==> src/rtl/fcpu_cram_loader.sv <==
// Serial boot loader for the fcpu code RAM: 'L' frames write little-endian words, 'H'/'R' hold/release the core.
// Optional build macro FCPU_LOADER_CHECKSUM_EN adds a trailing XOR checksum byte per load frame.
`timescale 1ns/1ps
module fcpu_cram_loader #(
   parameter int ADDR_W   = 8,
   parameter int DATA_W   = 32,
   parameter int BOOT_RUN = 0
) (
   input  logic              clk,
   input  logic              nrst,
   input  logic [7:0]        rx_data,
   input  logic              rx_valid,
   output logic              rx_ready,
   output logic [7:0]        tx_data,
   output logic              tx_valid,
   input  logic              tx_ready,
   input  logic [ADDR_W-1:0] core_addr,
   output logic              core_hold,
   output logic [ADDR_W-1:0] mem_addr,
   output logic              mem_we,
   output logic [DATA_W-1:0] mem_wdata,
   output logic              busy
);

   localparam int BYTES = DATA_W / 8;
   localparam int BC_W  = (BYTES > 1) ? $clog2(BYTES) : 1;

   typedef enum logic [2:0] {
      S_IDLE,
      S_ADDR0,
      S_ADDR1,
      S_CNT0,
      S_CNT1,
      S_DATA,
`ifdef FCPU_LOADER_CHECKSUM_EN
      S_CSUM,
`endif
      S_ACK
   } state_t;

`ifdef FCPU_LOADER_CHECKSUM_EN
   localparam state_t AFTER_DATA = S_CSUM;
`else
   localparam state_t AFTER_DATA = S_ACK;
`endif

   state_t              r_state;
   state_t              w_next;
   logic                r_hold;
   logic [ADDR_W-1:0]   r_addr;
   logic [15:0]         r_cnt;
   logic [7:0]          r_lo;
   logic [BC_W-1:0]     r_bcnt;
   logic [DATA_W-1:0]   r_word;
   logic                r_we;
   logic [DATA_W-1:0]   r_wdata;
   logic                r_tx_valid;
   logic [7:0]          r_tx_data;
`ifdef FCPU_LOADER_CHECKSUM_EN
   logic [7:0]          r_csum;
`endif

   logic                w_accept;
   logic                w_last_byte;
   logic [15:0]         w_pair;
   logic [DATA_W-1:0]   w_word;
   logic [7:0]          w_resp;

   assign w_accept    = rx_valid && (r_state != S_ACK);
   assign w_last_byte = (r_bcnt == BC_W'(BYTES - 1));
   assign w_pair      = {rx_data, r_lo};

   // Bytes shift in from the top so the first byte of a word ends up in bits [7:0].
   generate
      if (BYTES > 1) begin : g_multi
         assign w_word = {rx_data, r_word[DATA_W-1:8]};
      end else begin : g_single
         assign w_word = rx_data;
      end
   endgenerate

`ifdef FCPU_LOADER_CHECKSUM_EN
   assign w_resp = ((r_state == S_CSUM) && (rx_data != r_csum)) ? 8'h15 : 8'h06;
`else
   assign w_resp = 8'h06;
`endif

   always_ff @(posedge clk or negedge nrst) begin
      if (!nrst) r_state <= S_IDLE;
      else       r_state <= w_next;
   end

   always_comb begin
      w_next = r_state;
      case (r_state)
         S_IDLE: begin
            if (w_accept) begin
               case (rx_data)
                  8'h4C:        w_next = S_ADDR0;
                  8'h48, 8'h52: w_next = S_ACK;
                  default:      w_next = S_IDLE;
               endcase
            end
         end
         S_ADDR0: if (w_accept) w_next = S_ADDR1;
         S_ADDR1: if (w_accept) w_next = S_CNT0;
         S_CNT0:  if (w_accept) w_next = S_CNT1;
         S_CNT1:  if (w_accept) w_next = (w_pair == 16'd0) ? AFTER_DATA : S_DATA;
         S_DATA:  if (w_accept && w_last_byte && (r_cnt == 16'd1)) w_next = AFTER_DATA;
`ifdef FCPU_LOADER_CHECKSUM_EN
         S_CSUM:  if (w_accept) w_next = S_ACK;
`endif
         S_ACK:   if (r_tx_valid && tx_ready) w_next = S_IDLE;
         default: w_next = S_IDLE;
      endcase
   end

   always_ff @(posedge clk or negedge nrst) begin
      if (!nrst) begin
         r_hold     <= (BOOT_RUN == 0);
         r_addr     <= '0;
         r_cnt      <= '0;
         r_lo       <= '0;
         r_bcnt     <= '0;
         r_word     <= '0;
         r_we       <= 1'b0;
         r_wdata    <= '0;
         r_tx_valid <= 1'b0;
         r_tx_data  <= '0;
`ifdef FCPU_LOADER_CHECKSUM_EN
         r_csum     <= '0;
`endif
      end else begin
         r_we <= 1'b0;
         // The load address advances after its write cycle, so mem_addr is valid during mem_we.
         if (r_we) r_addr <= r_addr + 1'b1;
         if (r_tx_valid && tx_ready) r_tx_valid <= 1'b0;
         if (w_accept) begin
            case (r_state)
               S_IDLE: begin
                  if (rx_data == 8'h4C) begin
                     r_hold <= 1'b1;
`ifdef FCPU_LOADER_CHECKSUM_EN
                     r_csum <= '0;
`endif
                  end else if (rx_data == 8'h48) begin
                     r_hold <= 1'b1;
                  end else if (rx_data == 8'h52) begin
                     r_hold <= 1'b0;
                  end
               end
               S_ADDR0: r_lo <= rx_data;
               S_ADDR1: r_addr <= w_pair[ADDR_W-1:0];
               S_CNT0:  r_lo <= rx_data;
               S_CNT1: begin
                  r_cnt  <= w_pair;
                  r_bcnt <= '0;
               end
               S_DATA: begin
                  r_word <= w_word;
`ifdef FCPU_LOADER_CHECKSUM_EN
                  r_csum <= r_csum ^ rx_data;
`endif
                  if (w_last_byte) begin
                     r_we    <= 1'b1;
                     r_wdata <= w_word;
                     r_cnt   <= r_cnt - 16'd1;
                     r_bcnt  <= '0;
                  end else begin
                     r_bcnt <= r_bcnt + 1'b1;
                  end
               end
               default: ;
            endcase
         end
         if ((r_state != S_ACK) && (w_next == S_ACK)) begin
            r_tx_valid <= 1'b1;
            r_tx_data  <= w_resp;
         end
      end
   end

   assign rx_ready  = (r_state != S_ACK);
   assign busy      = (r_state != S_IDLE);
   assign core_hold = r_hold;
   assign mem_addr  = r_hold ? r_addr : core_addr;
   assign mem_we    = r_we;
   assign mem_wdata = r_wdata;
   assign tx_valid  = r_tx_valid;
   assign tx_data   = r_tx_data;

endmodule

==> config.mk <==
export PLATFORM = sky130hd
export DESIGN_NAME = fcpu_cram_loader
export DESIGN_NICKNAME = d
export VERILOG_FILES = /design/src/rtl/fcpu_cram_loader.sv
export SDC_FILE = /design/constraint.sdc
export NUM_CORES = 1
export LEC_CHECK = 0
export ABC_AREA = 1
export ABC_CLOCK_PERIOD_IN_PS = 1800
export BUFFER_PORTS_ARGS = -buffer_cell sky130_fd_sc_hd__buf_2
export CORE_MARGIN = 2
export CORE_UTILIZATION = 28
export CTS_BUF_LIST = sky130_fd_sc_hd__clkbuf_16
export DETAILED_ROUTE_END_ITERATION = 16
export GPL_ROUTABILITY_DRIVEN = 1
export RECOVER_POWER = 25
export SYNTH_ARGS = -nofsm -noshare
export SYNTH_HDL_FRONTEND = slang
export SYNTH_SLANG_ARGS = --single-unit
==> constraint.sdc <==
create_clock -name clk -period 1.8 [get_ports clk]
set_input_delay 0.27 -clock clk [delete_from_list [all_inputs] [get_ports clk]]
set_output_delay 0.27 -clock clk [all_outputs]
set_load 0.1 [all_outputs]
==> impl_results.md <==
- Status: complete, but fails checks
- Failing checks: setup timing
- DR vias: 3949
- Max cap viols: 0
- Post-synth EDFFs: 0
- Max-slew violation count: 0
- R2R Path Start: r_cnt[0]$_DFFE_PN0P_
- TritonCTS clock tree: yes
- Initial antenna violation count: 0
- Worst Tran Pin Value: 0.880 ns
- Final core occ: 0.356
- Antenna-violating nets left: 0
- Grt total ovfl: 0
- Post-Synthesis Cell Area: 4770 µm²
- # clock sinks: 97
- GRT Overall Usage: 0.135
- DPL Wire Length: 8630 µm
- Worst setup SP type: flop
- Synthesized area per cell: 8.07 µm²
- Root buf cell: clkbuf_16
- IO Port Bufs: 66
- Post-route clock period utilization: 1.05
- Footprint of the multi-input gates: 2020 µm²
- Rows: 47
- Distinct cells, synth: 39
- Top cell type's share of synthesized area: 0.504
- Hold path depth: 3
- Crit path cell chain: clkinvlp_4, buf_12, nand2_1, o21ai_4, buf_12
- Vias in the first global route: 3674
- Initial Util: 0.287
- Share of layout cells above drive strength 1: 0.222
- Max incr delay on CP: 0.64 ns
- Worst hold path class: in2reg
- Ant diodes: 0
- Die Ht: 134 µm
- DR WL/cell: 13.1 µm
- Reg2reg end: r_cnt[14]$_DFFE_PN0P_
- Final setup violation count: 7
- DRC Markers: 0
- Global-route wire length before repair: 19300 µm
- Skew final: 0.0102 ns
- Final Hold Fails: 0
- Max clock buf depth: 2
- Die width: 134 µm
- Setup TNS: -0.541 ns
- Hold EP: r_word[24]$_DFFE_PN0P_
- CTS Buf Count: 9
- Die area: 18100 µm²
- Post-route setup slack: -0.0829 ns
- Fin nets: 687
- Slowest-stage cell, CP: dfstp_4
- Synth async-reset ratio: 1.00
- Req. time, crit path: 1.53 ns
- Top area cells in the synthesized netlist: dfrtp_1, nand2_1, o21ai_0, inv_1, nor2_1
- Sequential fraction of the synthesis area: 0.509
- Top Ports: 73
- Clk pin slew, worst setup/hold paths: 0.07 ns
- Post-synth top flop: dfrtp_1
- RSZ-0062 raised after global routing: true
- Register Area: 2430 µm²
- Cells after synthesis: 591
- Core footprint: 16600 µm²
- Flop2flop setup slack: 0.12 ns
- Area delta synth->final: 24.3%
- Largest delay share family, worst path: flip-flops
- Starting DRC count in detailed routing: 312
- Rel. slew slack: 0.413
- Largest net degree at the start of global routing: 51
- Crit Path Class: reg2out
- Post-route minimum period: 1.88 ns
- Yosys warning total: 0
- Via density: 4.45
- FF-to-FF path depth: 8
- Total Wirelength: 11600 µm
- Area leader, netlist: dfrtp_1
- Post-route cell area: 5930 µm²
- Layout fillers: 1699
- Worst hold start: rx_data[0]
- F_max: 0.531 GHz
- Clock Latency Late Sink: 0.36 ns
- Htree depth: 3
- DRT Pass-1 Iters: 5
- GPL Wtd Cong: 0.878
- Placement Cell Area: 5570 µm²
- Worst Path Arrival: 1.61 ns
- CP most frequent cell: buf_12
- Seq cells post-synth: 97
- Crit-path max FO: 14
- Worst hold margin: 0.155 ns
- CP endpoint kind: output pin
- Bufs and invs on worst path: 3
==> state kept, by name, indices dropped and copies added, names as in the netlist <==
| register | count |
|---|---|
| r_lo | 8 |
| r_addr | 8 |
| mem_wdata | 32 |
| tx_data | 1 |
| r_cnt | 16 |
| r_word | 24 |
| tx_valid | 1 |
| r_state | 3 |
| r_bcnt | 2 |
| mem_we | 1 |
| core_hold | 1 |
==> metal layers <==
layer,up-vias,part of all wire,global-route usage,wire [µm]
met1,1815,0.49,0.194,5690
met5,-,0,0,0
met3,10,0.046,0.0263,540
met2,102,0.45,0.205,5220
li1,2022,-,-,-
met4,0,0.015,0.0474,174
==> synthesized netlist by cell type (all sizes together) (4+ instances only) <==
library cell  count
inv              77
nor2             55
nand3            23
nand2           155
a21oi            19
clkbuf            6
ha                4
xor2              6
dfrtp            96
nor3              6
o21ai           107
buf              21
==> worst reg2reg max path, delay by kind of cell (launching register included) <==
kind	cells	cell delay [ns]
flip-flops	1	0.40
adder cells (fa/ha/maj)	1	0.23
AO/OA/AOI/OAI	2	0.26
buffers and inverters	1	0.14
XOR/XNOR	1	0.15
AND/OR/NAND/NOR	3	0.38
==> cell type report <==
type / count / share of cell area
clock buffer: 9 / 0.0380
clock inverter: 7 / 0.0127
inverter: 77 / 0.0503
multi-input combinational: 395 / 0.341
sequential: 97 / 0.411
tap: 220 / 0.0465
timing repair buffer: 83 / 0.101
==> worst max-delay path by stage <==
stage                                     start                     to  slack (ns)  depth (start not counted)
after floorplan           core_hold$_DFFE_PN1P_            mem_addr[5]       -0.35                          3
after global placement     r_state[0]$_DFF_PN0_   r_cnt[6]$_DFFE_PN0P_        0.14                          8
after detailed placement   r_cnt[0]$_DFFE_PN0P_  r_cnt[14]$_DFFE_PN0P_        0.11                          8
after CTS                 core_hold$_DFFE_PN1P_            mem_addr[2]        -0.1                          5
after global routing      core_hold$_DFFE_PN1P_            mem_addr[3]       -0.14                          4
final                     core_hold$_DFFE_PN1P_            mem_addr[2]       -0.08                          5
==> repair_timing <==
item,CTS,global route
setup buffers,1,0
endpoints found under the hold margin,16,0
hold buffers,1,0
pin swaps,0,0
gates resized for setup,5,15
endpoints found under the setup margin,9,19
==> through the flow <==
| stage | instances | setup slack [ns] |
|---|---|---|
| after floorplan | 596 | -0.347 |
| after global placement | 870 | 0.143 |
| after detailed placement | 870 | 0.112 |
| after CTS | 888 | -0.0983 |
| after global routing | 888 | -0.145 |
| final | 888 | -0.0829 |
==> layout by cell type (no fill, tap or decap), types with 2 or more instances in the layout <==
cell type  Yosys  final
nand2_1      154    149
dfrtp_1       96     94
o21ai_0       84     77
inv_1         69     68
buf_2         10     56
nor2_1        53     50
nand3_1       21     19
a21oi_1       17     17
o21ai_1       15     15
buf_4          8     14
clkbuf_16      0      9
buf_12         1      9
o21ai_4        1      8
inv_2          7      7
o21ai_2        7      7
xor2_1         6      6
conb_1         1      6
nand2_2        1      5
nor3_1         6      5
nor2_2         0      3
ha_2           0      3
nand3_4        1      2
nand3_2        1      2
nand4_1        2      2
nor2_4         2      2
inv_6          0      2
o211ai_2       2      2
xnor2_1        2      2
o21bai_1       2      2
clkinv_4       0      2
clkinv_8       0      2
dfrtp_2        0      2
==> cell families (layout without fill, tap and decap cells) <==
kind of cell               Yosys count  after routing  synth area share
AOI/OAI and AO/OA                  133            133             0.156
xor gates and xnor gates             8              8            0.0147
adders and majority gates            4              4            0.0105
buffers and inverters              104            176            0.0987
DFF                                 97             97             0.509
other                                1              6          0.000786
and+or+nand+nor                    244            244             0.210
Power is not shown: default switching activity piles up to over one toggle a cycle in this logic, so the estimate is an artifact.
